**config.mk**
```make
export PLATFORM = sky130hd
export DESIGN_NAME = vscale_imm_arb_flat
export DESIGN_NICKNAME = d
export VERILOG_FILES = /design/src/rtl/vscale_imm_arb_if.sv /design/src/rtl/vscale_imm_arb.sv /design/src/flat_wrapper.sv
export SDC_FILE = /design/constraint.sdc
export NUM_CORES = 1
export LEC_CHECK = 0
export BUFFER_PORTS_ARGS = -buffer_cell sky130_fd_sc_hd__buf_2
export CAP_MARGIN = 20
export CORE_ASPECT_RATIO = 0.75
export CORE_UTILIZATION = 47
export CTS_CLUSTER_DIAMETER = 50
export DETAILED_ROUTE_END_ITERATION = 8
export PLACE_DENSITY = 0.93
export SLEW_MARGIN = 40
export SYNTH_ARGS = -nofsm -noshare
export SYNTH_HDL_FRONTEND = slang
export SYNTH_SLANG_ARGS = --single-unit
```
**constraint.sdc**
```tcl
create_clock -name clk -period 2.9 [get_ports clk]
set_input_delay 0.145 -clock clk [delete_from_list [all_inputs] [get_ports clk]]
set_output_delay 0.145 -clock clk [all_outputs]
set_load 0.01 [all_outputs]
```
**src/rtl/vscale_imm_arb_if.sv**
```systemverilog
// Request/response/generator bundle for vscale_imm_arb; the arbiter takes the slave view.
`ifndef XPR_LEN
`define XPR_LEN 32
`endif
`ifndef IMM_TYPE_WIDTH
`define IMM_TYPE_WIDTH 2
`endif
`ifndef IMM_I
`define IMM_I 2'd0
`define IMM_S 2'd1
`define IMM_U 2'd2
`define IMM_J 2'd3
`endif

interface vscale_imm_arb_if #(
   parameter int TAG_W = 4
) ();
   logic                       req0_valid;
   logic                       req0_ready;
   logic [`XPR_LEN-1:0]        req0_inst;
   logic [`IMM_TYPE_WIDTH-1:0] req0_imm_type;
   logic [TAG_W-1:0]           req0_tag;
   logic                       req1_valid;
   logic                       req1_ready;
   logic [`XPR_LEN-1:0]        req1_inst;
   logic [`IMM_TYPE_WIDTH-1:0] req1_imm_type;
   logic [TAG_W-1:0]           req1_tag;
   logic [`XPR_LEN-1:0]        gen_inst;
   logic [`IMM_TYPE_WIDTH-1:0] gen_imm_type;
   logic [`XPR_LEN-1:0]        gen_imm;
   logic                       rsp0_valid;
   logic                       rsp0_ready;
   logic [`XPR_LEN-1:0]        rsp0_imm;
   logic [TAG_W-1:0]           rsp0_tag;
   logic                       rsp1_valid;
   logic                       rsp1_ready;
   logic [`XPR_LEN-1:0]        rsp1_imm;
   logic [TAG_W-1:0]           rsp1_tag;
   logic                       kill;

   modport slave (
      input  req0_valid, req0_inst, req0_imm_type, req0_tag,
      input  req1_valid, req1_inst, req1_imm_type, req1_tag,
      output req0_ready, req1_ready,
      output gen_inst, gen_imm_type,
      input  gen_imm,
      output rsp0_valid, rsp0_imm, rsp0_tag,
      output rsp1_valid, rsp1_imm, rsp1_tag,
      input  rsp0_ready, rsp1_ready,
      input  kill
   );

   modport master (
      output req0_valid, req0_inst, req0_imm_type, req0_tag,
      output req1_valid, req1_inst, req1_imm_type, req1_tag,
      input  req0_ready, req1_ready,
      input  gen_inst, gen_imm_type,
      output gen_imm,
      input  rsp0_valid, rsp0_imm, rsp0_tag,
      input  rsp1_valid, rsp1_imm, rsp1_tag,
      output rsp0_ready, rsp1_ready,
      output kill
   );
endinterface

```
**src/rtl/vscale_imm_arb.sv**
```systemverilog
// Round-robin arbiter sharing one immediate generator between decode and branch precompute.
// Optional statistics counters are enabled by defining VSCALE_IMM_ARB_STATS_EN.
`ifndef XPR_LEN
`define XPR_LEN 32
`endif
`ifndef IMM_TYPE_WIDTH
`define IMM_TYPE_WIDTH 2
`endif
`ifndef IMM_I
`define IMM_I 2'd0
`define IMM_S 2'd1
`define IMM_U 2'd2
`define IMM_J 2'd3
`endif

module vscale_imm_arb #(
   parameter int TAG_W = 4
) (
   input  logic                clk,
   input  logic                reset,
`ifdef VSCALE_IMM_ARB_STATS_EN
   output logic [15:0]         stat_conflicts,
   output logic [15:0]         stat_stalls,
`endif
   vscale_imm_arb_if.slave     bus
);
   logic                lastg;
   logic                elig0, elig1;
   logic                grant0, grant1;
   logic                rsp0_valid_q, rsp1_valid_q;
   logic [`XPR_LEN-1:0] rsp0_imm_q, rsp1_imm_q;
   logic [TAG_W-1:0]    rsp0_tag_q, rsp1_tag_q;

   // A slot can take a new result if empty or being popped this same cycle.
   always_comb begin
      elig0  = bus.req0_valid & (!rsp0_valid_q | bus.rsp0_ready) & !bus.kill & !reset;
      elig1  = bus.req1_valid & (!rsp1_valid_q | bus.rsp1_ready) & !bus.kill & !reset;
      grant0 = elig0 & (!elig1 | lastg);
      grant1 = elig1 & (!elig0 | !lastg);
   end

   always_comb begin
      bus.gen_inst     = '0;
      bus.gen_imm_type = `IMM_I;
      if (grant0) begin
         bus.gen_inst     = bus.req0_inst;
         bus.gen_imm_type = bus.req0_imm_type;
      end else if (grant1) begin
         bus.gen_inst     = bus.req1_inst;
         bus.gen_imm_type = bus.req1_imm_type;
      end
   end

   assign bus.req0_ready = grant0;
   assign bus.req1_ready = grant1;
   assign bus.rsp0_valid = rsp0_valid_q;
   assign bus.rsp0_imm   = rsp0_imm_q;
   assign bus.rsp0_tag   = rsp0_tag_q;
   assign bus.rsp1_valid = rsp1_valid_q;
   assign bus.rsp1_imm   = rsp1_imm_q;
   assign bus.rsp1_tag   = rsp1_tag_q;

   // lastg resets to 1 so requester 0 wins the first conflict.
   always_ff @(posedge clk) begin
      if (reset) begin
         lastg <= 1'b1;
      end else if (grant0 | grant1) begin
         lastg <= grant1;
      end
   end

   always_ff @(posedge clk) begin
      if (reset) begin
         rsp0_valid_q <= 1'b0;
         rsp0_imm_q   <= '0;
         rsp0_tag_q   <= '0;
      end else if (bus.kill) begin
         rsp0_valid_q <= 1'b0;
      end else if (grant0) begin
         rsp0_valid_q <= 1'b1;
         rsp0_imm_q   <= bus.gen_imm;
         rsp0_tag_q   <= bus.req0_tag;
      end else if (bus.rsp0_ready) begin
         rsp0_valid_q <= 1'b0;
      end
   end

   always_ff @(posedge clk) begin
      if (reset) begin
         rsp1_valid_q <= 1'b0;
         rsp1_imm_q   <= '0;
         rsp1_tag_q   <= '0;
      end else if (bus.kill) begin
         rsp1_valid_q <= 1'b0;
      end else if (grant1) begin
         rsp1_valid_q <= 1'b1;
         rsp1_imm_q   <= bus.gen_imm;
         rsp1_tag_q   <= bus.req1_tag;
      end else if (bus.rsp1_ready) begin
         rsp1_valid_q <= 1'b0;
      end
   end

`ifdef VSCALE_IMM_ARB_STATS_EN
   logic conflict, stall;

   always_comb begin
      conflict = bus.req0_valid & bus.req1_valid & !bus.kill;
      stall    = (bus.req0_valid & !grant0) | (bus.req1_valid & !grant1);
   end

   always_ff @(posedge clk) begin
      if (reset) begin
         stat_conflicts <= '0;
         stat_stalls    <= '0;
      end else begin
         if (conflict && stat_conflicts != 16'hFFFF) stat_conflicts <= stat_conflicts + 16'd1;
         if (stall && stat_stalls != 16'hFFFF) stat_stalls <= stat_stalls + 16'd1;
      end
   end
`endif
endmodule

```
**src/flat_wrapper.sv**
```systemverilog
// flat-port wrapper written by rule: the top's interface ports become plain ports
module vscale_imm_arb_flat 
#(
   parameter int TAG_W = 4
)
  (clk, reset, bus_req0_valid, bus_req0_inst, bus_req0_imm_type, bus_req0_tag, bus_req1_valid, bus_req1_inst, bus_req1_imm_type, bus_req1_tag, bus_req0_ready, bus_req1_ready, bus_gen_inst, bus_gen_imm_type, bus_gen_imm, bus_rsp0_valid, bus_rsp0_imm, bus_rsp0_tag, bus_rsp1_valid, bus_rsp1_imm, bus_rsp1_tag, bus_rsp0_ready, bus_rsp1_ready, bus_kill);
  vscale_imm_arb_if #(.TAG_W(TAG_W)) bus_i ();
  input  logic clk;
  input  logic reset;
  input wire logic [$bits(bus_i.req0_valid)-1:0] bus_req0_valid;
  input wire logic [$bits(bus_i.req0_inst)-1:0] bus_req0_inst;
  input wire logic [$bits(bus_i.req0_imm_type)-1:0] bus_req0_imm_type;
  input wire logic [$bits(bus_i.req0_tag)-1:0] bus_req0_tag;
  input wire logic [$bits(bus_i.req1_valid)-1:0] bus_req1_valid;
  input wire logic [$bits(bus_i.req1_inst)-1:0] bus_req1_inst;
  input wire logic [$bits(bus_i.req1_imm_type)-1:0] bus_req1_imm_type;
  input wire logic [$bits(bus_i.req1_tag)-1:0] bus_req1_tag;
  output wire logic [$bits(bus_i.req0_ready)-1:0] bus_req0_ready;
  output wire logic [$bits(bus_i.req1_ready)-1:0] bus_req1_ready;
  output wire logic [$bits(bus_i.gen_inst)-1:0] bus_gen_inst;
  output wire logic [$bits(bus_i.gen_imm_type)-1:0] bus_gen_imm_type;
  input wire logic [$bits(bus_i.gen_imm)-1:0] bus_gen_imm;
  output wire logic [$bits(bus_i.rsp0_valid)-1:0] bus_rsp0_valid;
  output wire logic [$bits(bus_i.rsp0_imm)-1:0] bus_rsp0_imm;
  output wire logic [$bits(bus_i.rsp0_tag)-1:0] bus_rsp0_tag;
  output wire logic [$bits(bus_i.rsp1_valid)-1:0] bus_rsp1_valid;
  output wire logic [$bits(bus_i.rsp1_imm)-1:0] bus_rsp1_imm;
  output wire logic [$bits(bus_i.rsp1_tag)-1:0] bus_rsp1_tag;
  input wire logic [$bits(bus_i.rsp0_ready)-1:0] bus_rsp0_ready;
  input wire logic [$bits(bus_i.rsp1_ready)-1:0] bus_rsp1_ready;
  input wire logic [$bits(bus_i.kill)-1:0] bus_kill;
  assign bus_i.req0_valid = bus_req0_valid;
  assign bus_i.req0_inst = bus_req0_inst;
  assign bus_i.req0_imm_type = bus_req0_imm_type;
  assign bus_i.req0_tag = bus_req0_tag;
  assign bus_i.req1_valid = bus_req1_valid;
  assign bus_i.req1_inst = bus_req1_inst;
  assign bus_i.req1_imm_type = bus_req1_imm_type;
  assign bus_i.req1_tag = bus_req1_tag;
  assign bus_req0_ready = bus_i.req0_ready;
  assign bus_req1_ready = bus_i.req1_ready;
  assign bus_gen_inst = bus_i.gen_inst;
  assign bus_gen_imm_type = bus_i.gen_imm_type;
  assign bus_i.gen_imm = bus_gen_imm;
  assign bus_rsp0_valid = bus_i.rsp0_valid;
  assign bus_rsp0_imm = bus_i.rsp0_imm;
  assign bus_rsp0_tag = bus_i.rsp0_tag;
  assign bus_rsp1_valid = bus_i.rsp1_valid;
  assign bus_rsp1_imm = bus_i.rsp1_imm;
  assign bus_rsp1_tag = bus_i.rsp1_tag;
  assign bus_i.rsp0_ready = bus_rsp0_ready;
  assign bus_i.rsp1_ready = bus_rsp1_ready;
  assign bus_i.kill = bus_kill;
  vscale_imm_arb #(.TAG_W(TAG_W)) u_core (.clk(clk), .reset(reset), .bus(bus_i));
endmodule
```
==> metrics.cfg <==
[placement]
dp_hpwl_um=8350
postPlaceCellArea_mm2=0.00473
port_buffers=224
place_congestion=0.818

[setup_path]
end_kind=output pin
slowest_delay_ps=620
cp.buffers_inverters=2
cp_slowest_cell=nand2_4
critPathTopFamily=simple AND/OR/NAND/NOR gates
arrival_ps=2280
cp_data_required_time_ps=2760
rrSetupSlack_ps=860
crit_type=reg2out
crit_path_start_kind=flip-flop
cp_cell_sequence=nand2b_1 > nand4_4 > nand2_4 > inv_2 > buf_2
cp_max_fo=47

[grt]
grt_pass1_wl_um=18700
busiest_layer=met2
grt_antenna_before_repair=0
grt_max_degree=55
grt.total_usage_pct=28.4
use_met3_pct=7.47
overflow=0
grtUsageMet1_pct=35.3
grt_pass1_vias=3772
grtUsageMet2_pct=48.3

[clock_tree]
cts_max_path_buffers=2
path_clk_slew_ps=70
clock-sinks=75
cts_max_level=3
clock_latency_ps=350
cts_tree=yes
cts_buffers=9
postCtsSetupBuffers=0
postCtsHoldBufs=0
clock-root-buffer=clkbuf_8
cts_resized=0

[sta]
hold_viol=0
fin_worst_skew_ps=12.3
fin_crit_sh_pct=83.7
finalSetupTns_ps=0
rsz0062_at_grt=no
whs_ps=45.9
max_clock_freq_mhz=412
slew_headroom_pct=49.5
min_period_ps=2430
setup_viol=0
tightest_slew_ps=757
drv_slew=0

[synth]
syn_area_per_cell_um2=8.73
ys_ff_latch=75
syn_inst=424
synth_nets=539
ys_warn_count=0
syn_area_mm2=0.00370
synth.distinct_cells=25
ys_seq_area_share_pct=40.6

[route]
vias=4166
drt_iter0_drc=201
avgViaCountPerCell=5.75
drc=0
routed_wl_um=12000
wire_per_inst_um=16.6
dr.pass1.iters=5
ant_nets=0

[power]
p_total_mw=2.21
p_leak_nw=2.58
ir_drop_mv=0.278
pwr_density_cell_mw_per_mm2=451

[finish]
fin_nets=734
mostFrequentLayoutCells=224 x buf_2, 75 x dfxtp_1, 70 x nand3_1, 38 x a21oi_1, 37 x and3_1
area_growth_pct=32.7
drive_gt1_share_pct=45.4
diodes=0
post-route-util_pct=65.8
finalInstanceArea_mm2=0.00491
layout_commonest_cell=buf_2

[floorplan]
die_w_um=104
initial_core_util_pct=49.6
die_h_um=78.9
dieArea_mm2=0.00824
ios=225
rows=27
core_area_mm2=0.00747

[hold_path]
hold_path_class=in2reg

[flow_run]
drv_cap=0

[outcome]
status=finished clean

## synthesized netlist by cell type
master     n  area, µm²
buf_1      3       11.3
o21ai_1   29        145
dfxtp_1   75       1500
buf_6     12        135
inv_1      1       3.75
clkbuf_1  16       60.1
nand2_4    1       11.3
and3_4     1       11.3
inv_2      2       7.51
nand3_2    1       10.0
o211ai_1   8       60.1
nand3_1   71        355
buf_4      1       7.51
nand4_4    1       21.3
a21oi_1   38        190
or2_1      1       6.26
o21ai_0    7       35.0
a31o_1    36        315
nor2_1     1       3.75
buf_2     15       75.1
and3_1    38        238
nor2_4     1       11.3
o211ai_2  27        338
nand2b_1   2       12.5
nand2_1   36        135
## tightest hold or removal path, delay by kind of cell
family / cells / cell delay, ps
AOI/OAI and AO/OA: 1 / 50
and+or+nand+nor: 1 / 50
buffers and inverters: 1 / 90
## logic make-up (layout without fill, tap and decap cells)
| logic type | Yosys count | in the layout | synth area share (%) |
|---|---|---|---|
| DFF | 75 | 75 | 40.6 |
| buffers and inverters | 50 | 250 | 8.11 |
| and+or+nand+nor | 154 | 154 | 22.0 |
| AOI/OAI and AO/OA | 145 | 145 | 29.3 |
## stage by stage
step	cells	setup slack [ps]
finish	725	472
global route	725	293
floorplan	424	1490
detailed placement	709	842
CTS	725	455
global placement	709	946
## metal layers
metal | vias to the layer above | share of wire, %
li1 | 1958 | -
met1 | 1962 | 42
met2 | 223 | 48
met3 | 23 | 8.5
met4 | 0 | 1.5
met5 | - | 0
## power by group
part | total, mW | switching [mW] | internal [mW]
combinational | 0.389 | 0.231 | 0.158
sequential | 1.09 | 0.0215 | 1.07
clock | 0.733 | 0.398 | 0.336
## flip-flops by register name, indices dropped and copies added (netlist names)
signal                 flops
u_core.bus.rsp0_imm       32
u_core.bus.rsp0_tag        4
u_core.bus.rsp0_valid      1
u_core.bus.rsp1_imm       32
u_core.bus.rsp1_tag        4
u_core.bus.rsp1_valid      1
u_core.lastg               1
## area by class of cell
| type | instances | area (µm²) |
|---|---|---|
| Fill cell | 619 | 2550 |
| Multi-Input combinational cell | 299 | 1910 |
| Sequential cell | 75 | 1500 |
| Timing Repair Buffer | 231 | 1190 |
| Clock buffer | 11 | 141 |
| Tap cell | 101 | 126 |
| Clock inverter | 5 | 36.3 |
| Inverter | 3 | 11.3 |
## worst paths after layout
kind,to,from,cells past startpoint
max,bus_req0_ready,u_core.bus.rsp1_valid$_SDFFE_PP0P_,5
min,u_core.bus.rsp1_tag[3]$_SDFFE_PP0P_,bus_req1_tag[3],3
max reg2reg,u_core.bus.rsp0_imm[5]$_SDFFE_PP0P_,u_core.bus.rsp1_valid$_SDFFE_PP0P_,4
min reg2reg,u_core.bus.rsp0_imm[24]$_SDFFE_PP0P_,u_core.bus.rsp0_imm[24]$_SDFFE_PP0P_,1
(Power assumes the default switching activity.)
